==> config.mk <==
export PLATFORM = sky130hd
export DESIGN_NAME = serial_pattern_tx
export DESIGN_NICKNAME = d
export VERILOG_FILES = /design/src/rtl/serial_pkg.sv /design/src/rtl/tx_shift_reg.sv /design/src/rtl/serial_pattern_tx.sv
export SDC_FILE = /design/constraint.sdc
export NUM_CORES = 1
export LEC_CHECK = 0
export ABC_CLOCK_PERIOD_IN_PS = 2800
export BUFFER_PORTS_ARGS = -buffer_cell sky130_fd_sc_hd__buf_2
export CORE_AREA = 2 2 39 41
export CTS_CLUSTER_DIAMETER = 80
export DETAILED_ROUTE_END_ITERATION = 12
export DIE_AREA = 0 0 41 43
export PLACE_DENSITY = 0.77
export SYNTH_ARGS = -nofsm -noshare
export SYNTH_HDL_FRONTEND = slang
export SYNTH_SLANG_ARGS = --single-unit
==> constraint.sdc <==
create_clock -name clk -period 2.8 [get_ports clk]
set_input_delay 0.28 -clock clk [delete_from_list [all_inputs] [get_ports clk]]
set_output_delay 0.28 -clock clk [all_outputs]
set_load 0.05 [all_outputs]
==> src/rtl/serial_pkg.sv <==
// Shared definitions for the serial pattern transmitter and the sequence detectors it feeds.
// PARITY_EN (when defined) adds an even-parity bit to every frame.
package serial_pkg;

  typedef enum logic [1:0] {
    ST_IDLE = 2'd0,
    ST_SEND = 2'd1,
    ST_GAP  = 2'd2
  } tx_state_e;

`ifdef PARITY_EN
  localparam bit PARITY_ON = 1'b1;
`else
  localparam bit PARITY_ON = 1'b0;
`endif

  // Number of bits on the line per frame, including the optional parity bit.
  function automatic int frame_len(input int width);
    return width + (PARITY_ON ? 1 : 0);
  endfunction

endpackage

==> src/rtl/tx_shift_reg.sv <==
// Load/shift register for one serial frame, tapped at the MSB.
// With PARITY_EN defined the even-parity bit is appended below the data LSB.
module tx_shift_reg #(
  parameter int WIDTH = 8
) (
  input  logic             clk,
  input  logic             reset,
  input  logic             load,
  input  logic             shift,
  input  logic [WIDTH-1:0] data_in,
  output logic             next_msb
);
  import serial_pkg::*;

  localparam int L = frame_len(WIDTH);

  logic [L-1:0] sreg_q;
  logic [L-1:0] sreg_d;
  logic [L-1:0] frame;

  always_comb begin
`ifdef PARITY_EN
    frame = {data_in, ^data_in};
`else
    frame = data_in;
`endif
    sreg_d = sreg_q;
    if (load) begin
      sreg_d = frame;
    end else if (shift) begin
      sreg_d = {sreg_q[L-2:0], 1'b0};
    end
  end

  // The top registers the bit that will be on the line next cycle, so expose the next MSB.
  assign next_msb = sreg_d[L-1];

  always_ff @(posedge clk) begin
    if (reset) begin
      sreg_q <= '0;
    end else begin
      sreg_q <= sreg_d;
    end
  end

endmodule

==> src/rtl/serial_pattern_tx.sv <==
// Serial pattern transmitter: accepts a word on valid/ready, sends it MSB-first, then idles GAP_CYCLES.
// PARITY_EN (when defined) appends an even-parity bit, lengthening each frame by one.
//
// Handshake: ready is high only in IDLE and not in reset; a word is accepted on a rising
// edge where valid && ready. valid while ready is low is ignored and nothing is queued.
module serial_pattern_tx #(
  parameter int   WIDTH      = 8,
  parameter int   GAP_CYCLES = 1,
  parameter logic IDLE_LEVEL = 1'b0
) (
  input  logic             clk,
  input  logic             reset,
  input  logic [WIDTH-1:0] data_in,
  input  logic             valid,
  output logic             ready,
  output logic             out,
  output logic             busy,
  output logic             done,
  output logic [1:0]       state_dbg
);
  import serial_pkg::*;

  localparam int CW = $clog2(frame_len(WIDTH) + 1);
  localparam int GW = (GAP_CYCLES > 1) ? $clog2(GAP_CYCLES) : 1;
  localparam logic [CW-1:0] CNT_LOAD = CW'(frame_len(WIDTH) - 1);
  localparam logic [GW-1:0] GAP_LOAD = (GAP_CYCLES > 0) ? GW'(GAP_CYCLES - 1) : '0;

  tx_state_e     state_q, state_d;
  logic [CW-1:0] cnt_q, cnt_d;
  logic [GW-1:0] gap_q, gap_d;
  logic          out_q, out_d;
  logic          accept;
  logic          load;
  logic          shift;
  logic          next_msb;

  tx_shift_reg #(
    .WIDTH(WIDTH)
  ) u_shift (
    .clk     (clk),
    .reset   (reset),
    .load    (load),
    .shift   (shift),
    .data_in (data_in),
    .next_msb(next_msb)
  );

  always_comb begin
    state_d = state_q;
    cnt_d   = cnt_q;
    gap_d   = gap_q;
    load    = 1'b0;
    shift   = 1'b0;
    ready   = (state_q == ST_IDLE) && !reset;
    accept  = valid && ready;

    case (state_q)
      ST_IDLE: begin
        if (accept) begin
          state_d = ST_SEND;
          cnt_d   = CNT_LOAD;
          load    = 1'b1;
        end
      end
      ST_SEND: begin
        // Counter reaching zero means the last frame bit is on the line now.
        if (cnt_q == '0) begin
          if (GAP_CYCLES > 0) begin
            state_d = ST_GAP;
            gap_d   = GAP_LOAD;
          end else begin
            state_d = ST_IDLE;
          end
        end else begin
          cnt_d = cnt_q - CW'(1);
          shift = 1'b1;
        end
      end
      ST_GAP: begin
        if (gap_q == '0) begin
          state_d = ST_IDLE;
        end else begin
          gap_d = gap_q - GW'(1);
        end
      end
      default: begin
        state_d = ST_IDLE;
      end
    endcase

    out_d = (state_d == ST_SEND) ? next_msb : IDLE_LEVEL;
  end

  always_ff @(posedge clk) begin
    if (reset) begin
      state_q <= ST_IDLE;
      cnt_q   <= '0;
      gap_q   <= '0;
      out_q   <= IDLE_LEVEL;
    end else begin
      state_q <= state_d;
      cnt_q   <= cnt_d;
      gap_q   <= gap_d;
      out_q   <= out_d;
    end
  end

  assign out       = out_q;
  assign busy      = (state_q != ST_IDLE);
  assign done      = (state_q == ST_SEND) && (cnt_q == '0);
  assign state_dbg = state_q;

endmodule

* Word level (Yosys, flattened, before mapping)
Cells that the tools add are included.
** Word-level totals
- Flip-flop bits (word level) :: 16
- Output and inout port bits :: 6
- Logic and storage cells :: 44
** Operators by class
- $add $sub $neg :: 2
- Equality and inequality tests :: 6
- Multiplexer cells :: 16
- Bitwise logic cells :: 1
- Reduce and logical (&&, ||, !) cells :: 13
** Operators with widths (number)
- 2-to-1 mux 8 bit :: 2
- 2-to-1 mux 4 bit :: 2
- one-hot mux 4 bit (2 select lines) :: 1
- nonzero test 2 bit :: 4
- 2-to-1 mux 1 bit :: 6
- 2-to-1 mux 2 bit :: 3
- one-hot mux 2 bit (3 select lines) :: 1
- == test 2 x 1 -> 1 bit, second input constant :: 2
- logical NOT 4 bit :: 1
- != test 2 bit, second input constant :: 2
- subtractor 4 x 1 -> 4 bit, second input constant :: 1
- logical AND 1 bit :: 3
- AND reduction 3 bit :: 1
- == test 2 bit, second input constant :: 1
- logical NOT 2 bit :: 1
- != test 2 x 1 -> 1 bit, second input constant :: 1
- one-hot mux 1 bit (2 select lines) :: 1
- AND reduction 2 bit :: 1
- OR reduction 2 bit :: 1
- logical NOT 1 bit :: 1
- NOT 1 bit :: 1
- subtractor 1 bit, second input constant :: 1

* Depth between registers and ports, before layout
- Depth after elaboration :: 8
- Depth in mapped cells :: 6

* Modules after synthesis
Synthesis repeated with hierarchy kept, for this count alone.
** Unflattened totals
- Cell total of the unflattened synthesis :: 75
- Area total of the unflattened synthesis :: 714.4 um^2
** Modules (own cells, without submodules)
- tx_shift_reg :: instances 1, cells an instance 37, area an instance 372.9 um^2, sequential area each 160.2 um^2
- serial_pattern_tx :: instances 1, cells an instance 38, area an instance 341.6 um^2, sequential area each 140.1 um^2

* Worst setup path after synthesis
OpenSTA, ideal clock, no wires.
- Path type :: reg-to-output
- Start point :: reg cnt_q[0]
- End point :: out done
- Data arrival time :: 1.797 ns
- Required time :: 2.520 ns
- Setup slack :: 0.723 ns
- Stages on the path, launching flop included :: 6
- Cells stage by stage :: dfxtp_1 inv_1 ha_1 or3b_2 buf_2 nor2_1
** Between the ends
- Cells in the longest elaborated chain, start to end :: 2
** Ends and longest elaborated chain
- start, declared :: RTL line serial_pattern_tx.sv:29 : logic [CW-1:0] cnt_q, cnt_d;
- start signal, assigned :: RTL line serial_pattern_tx.sv:102 : cnt_q <= cnt_d;
- logical NOT 4 bit :: RTL line serial_pattern_tx.sv:110 : assign done = (state_q == ST_SEND) && (cnt_q == '0);
- logical AND 1 bit :: RTL line serial_pattern_tx.sv:110
- end, declared :: RTL line serial_pattern_tx.sv:18 : output logic done,
Every way passes these cells.

* Final worst setup path
Same ends and word-level chain as after synthesis.

==> results_dict.tcl <==
set metrics [dict create \
    status "complete, no violations" \
    finalSetupTns_ps 0 \
    combPwrFrac_pct 23.2 \
    ant_nets 0 \
    drc 0 \
    io_pins 17 \
    drt-initial-drc-count 12 \
    peakVddDrop_mv 0.3862 \
    setup.worst_path.class "reg -> out" \
    cap_violations 0 \
    startpoint_type "flop" \
    placed_cells 102 \
    grt_setup_unrepaired "false" \
    ctsResizeCount 0 \
    p_sw_share_pct 32.62 \
    antenna_found_initial 0 \
    grt_pass1_vias 593 \
    syn_area_sq_um 684.4 \
    die_y_um 43 \
    vias 651 \
    whs_ps 195.1 \
    max-slew-margin-rel_pct 59.79 \
    synth_seq_cells 14 \
    finalSetupViolations 0 \
    io_buffers 16 \
    finalNetCount 103 \
    cts_hold_buf 0 \
    synth_cells 76 \
    clkPwrFrac_pct 31.0 \
    cts.clk_slew.worst_paths_ps 90 \
    routedWlPerCell_um 15.01 \
    htreeDepth 1 \
    coreArea_sq_mm 0.001384 \
    power_density_mw_per_mm2 616.9 \
    p_int_uw 330.3 \
    cts-root-buf "clkbuf_4" \
    fmax_mhz 466.2 \
    clock_sinks 14 \
    start_util_pct 49.46 \
    ys_async_sr_fraction_pct 0 \
    syn_nets 88 \
    synth_area_per_cell_sq_um 9.005 \
    cp.required_ps 2520 \
    tightest_slew_ps 600.5 \
    min_path_type "in -> reg" \
    synth_cell_type_count 32 \
    dp_hpwl_um 1082 \
    synth-seq-area-share_pct 40.95 \
    via_per_inst 6.142 \
    fin_crit_sh_pct 76.60 \
    cts_tree "done" \
    num_rows 14 \
    ys.flop_type "dfxtp_1" \
    track_usage_pct 21.33 \
    overflow 0 \
    clock_skew_ps 6.343 \
    path_max_fanout 10 \
    yosysTopAreaCell "dfxtp_1" \
    yosys.area.top_type_share_pct 40.95 \
    die_area_sq_mm 0.001763 \
    hold_violations 0 \
    worst_slack_ps 655.1 \
    yosys-top-cells-area "dfxtp_1 41%, a21oi_1 5.1%, a32oi_1 3.8%, o21ai_0 3.7%, nor4b_4 3.5%" \
    yosysWarnings 0 \
    finalNonFillerCells 106 \
    cts_made_buffers 3 \
    cts.path.max_buffers 2 \
    area_delta_synth_final_pct 16.09 \
    power_leakage_nw 0.3133 \
    wirelength_um 1591 \
    p_total_uw 490.2 \
    drive_above_1_share_pct 27.78 \
    seqPwrFrac_pct 45.8 \
    clock_latency_ps 290 \
    p_sw_uw 159.9 \
    grt_max_degree 16 \
    dpl_worst_slack_ps 1001 \
    synth_edf_count 0 \
    critPathArrivalTime_ps 1860 \
    crit_path_end_kind "output pin" \
    grt_pass1_wl_um 2511 \
    cts_setup_buffers 0 \
    antenna_cells 0 \
    drv_slew 0 \
    min_period_ps 2145 \
    drt-pass1-iter-count 4 \
    die_w_um 41 \
    gp_congestion 0.7845 \
]
power groups by stage:
stage / sequential [mW] / combinational [mW] / clock (mW)
floorplan: 0.235 / 0.0809 / 0
global placement: 0.228 / 0.111 / 0
CTS: 0.224 / 0.114 / 0.151
detailed placement: 0.229 / 0.114 / 0
finish: 0.225 / 0.114 / 0.152
global route: 0.227 / 0.125 / 0.158
layer usage:
metal  part of all wire, %  GRT usage, %  vias to the layer above
li1                      -             -                      316
met1                    45         26.97                      304
met2                    46         31.87                       26
met3                   6.0         3.141                        5
met4                   2.8         14.00                        0
met5                     0             0                        -
area by class of cell:
class,instances,area [sq um]
Clock buffer,4,36.28
Fill cell,133,589.3
Inverter,4,15.01
Multi-Input combinational cell,52,362.8
Sequential cell,14,280.3
Tap cell,16,20.02
Timing Repair Buffer,16,80.08
logic make-up after synthesis:
family                   count (synthesis)  share of synthesized area (%)
AO/OA/AOI/OAI                           29                          29.07
buffers and inverters                   10                          6.032
flip-flops                              14                          40.95
multiplexers                             1                          1.463
AND/OR/NAND/NOR                         21                          20.66
adder cells (fa/ha/maj)                  1                          1.828
final timing paths:
kind | end | start | cells past startpoint | slack, ps
max reg2reg | cnt_q[0]$_SDFFE_PP0P_ | cnt_q[0]$_SDFFE_PP0P_ | 5 | 1060
min | cnt_q[3]$_SDFFE_PP0P_ | valid | 2 | 200
min reg2reg | u_shift.sreg_q[5]$_SDFFE_PP0P_ | u_shift.sreg_q[5]$_SDFFE_PP0P_ | 2 | 480
max | done | cnt_q[0]$_SDFFE_PP0P_ | 5 | 660
Yosys cell counts, types with 2 or more instances:
cell type,n
inv_1,4
dfxtp_1,14
a32oi_1,3
clkbuf_2,2
o21ai_0,5
a211oi_1,2
clkbuf_1,2
o211ai_1,3
nor3_1,4
a21oi_1,7
nand2_1,3
a31oi_1,3
nor2_1,5
cells in the final DEF (no fill, tap or decap), types with 2 or more instances in the layout:
master,netlist,layout
a211oi_1,2,2
a21oi_1,7,7
a31oi_1,3,3
a32oi_1,3,3
buf_2,1,16
clkbuf_4,0,3
dfxtp_1,14,14
inv_1,4,4
nand2_1,3,3
nor2_1,5,5
nor3_1,4,4
o211ai_1,3,3
o21ai_0,5,5
critical path: stages, from the launching register on:
cell     delay, ps
dfxtp_1        320
inv_1           90
ha_1           200
or3b_2         580
nor2_1         120
buf_2          260
flip-flops by register name, summed over array words and instances, names as in the netlist:
name            cells
cnt_q               4
out                 1
u_shift.sreg_q      7
state_dbg           2
metrics by stage:
stage,utilization [%],cell area [sq um]
2_1_floorplan,-,684.4
3_3_place_gp,54.79,758.2
3_5_place_dp,54.79,758.2
4_1_cts,57.41,794.5
5_1_grt,57.41,794.5
6_report,57.41,794.5
Note: power is estimated with default switching activity, not from simulation.
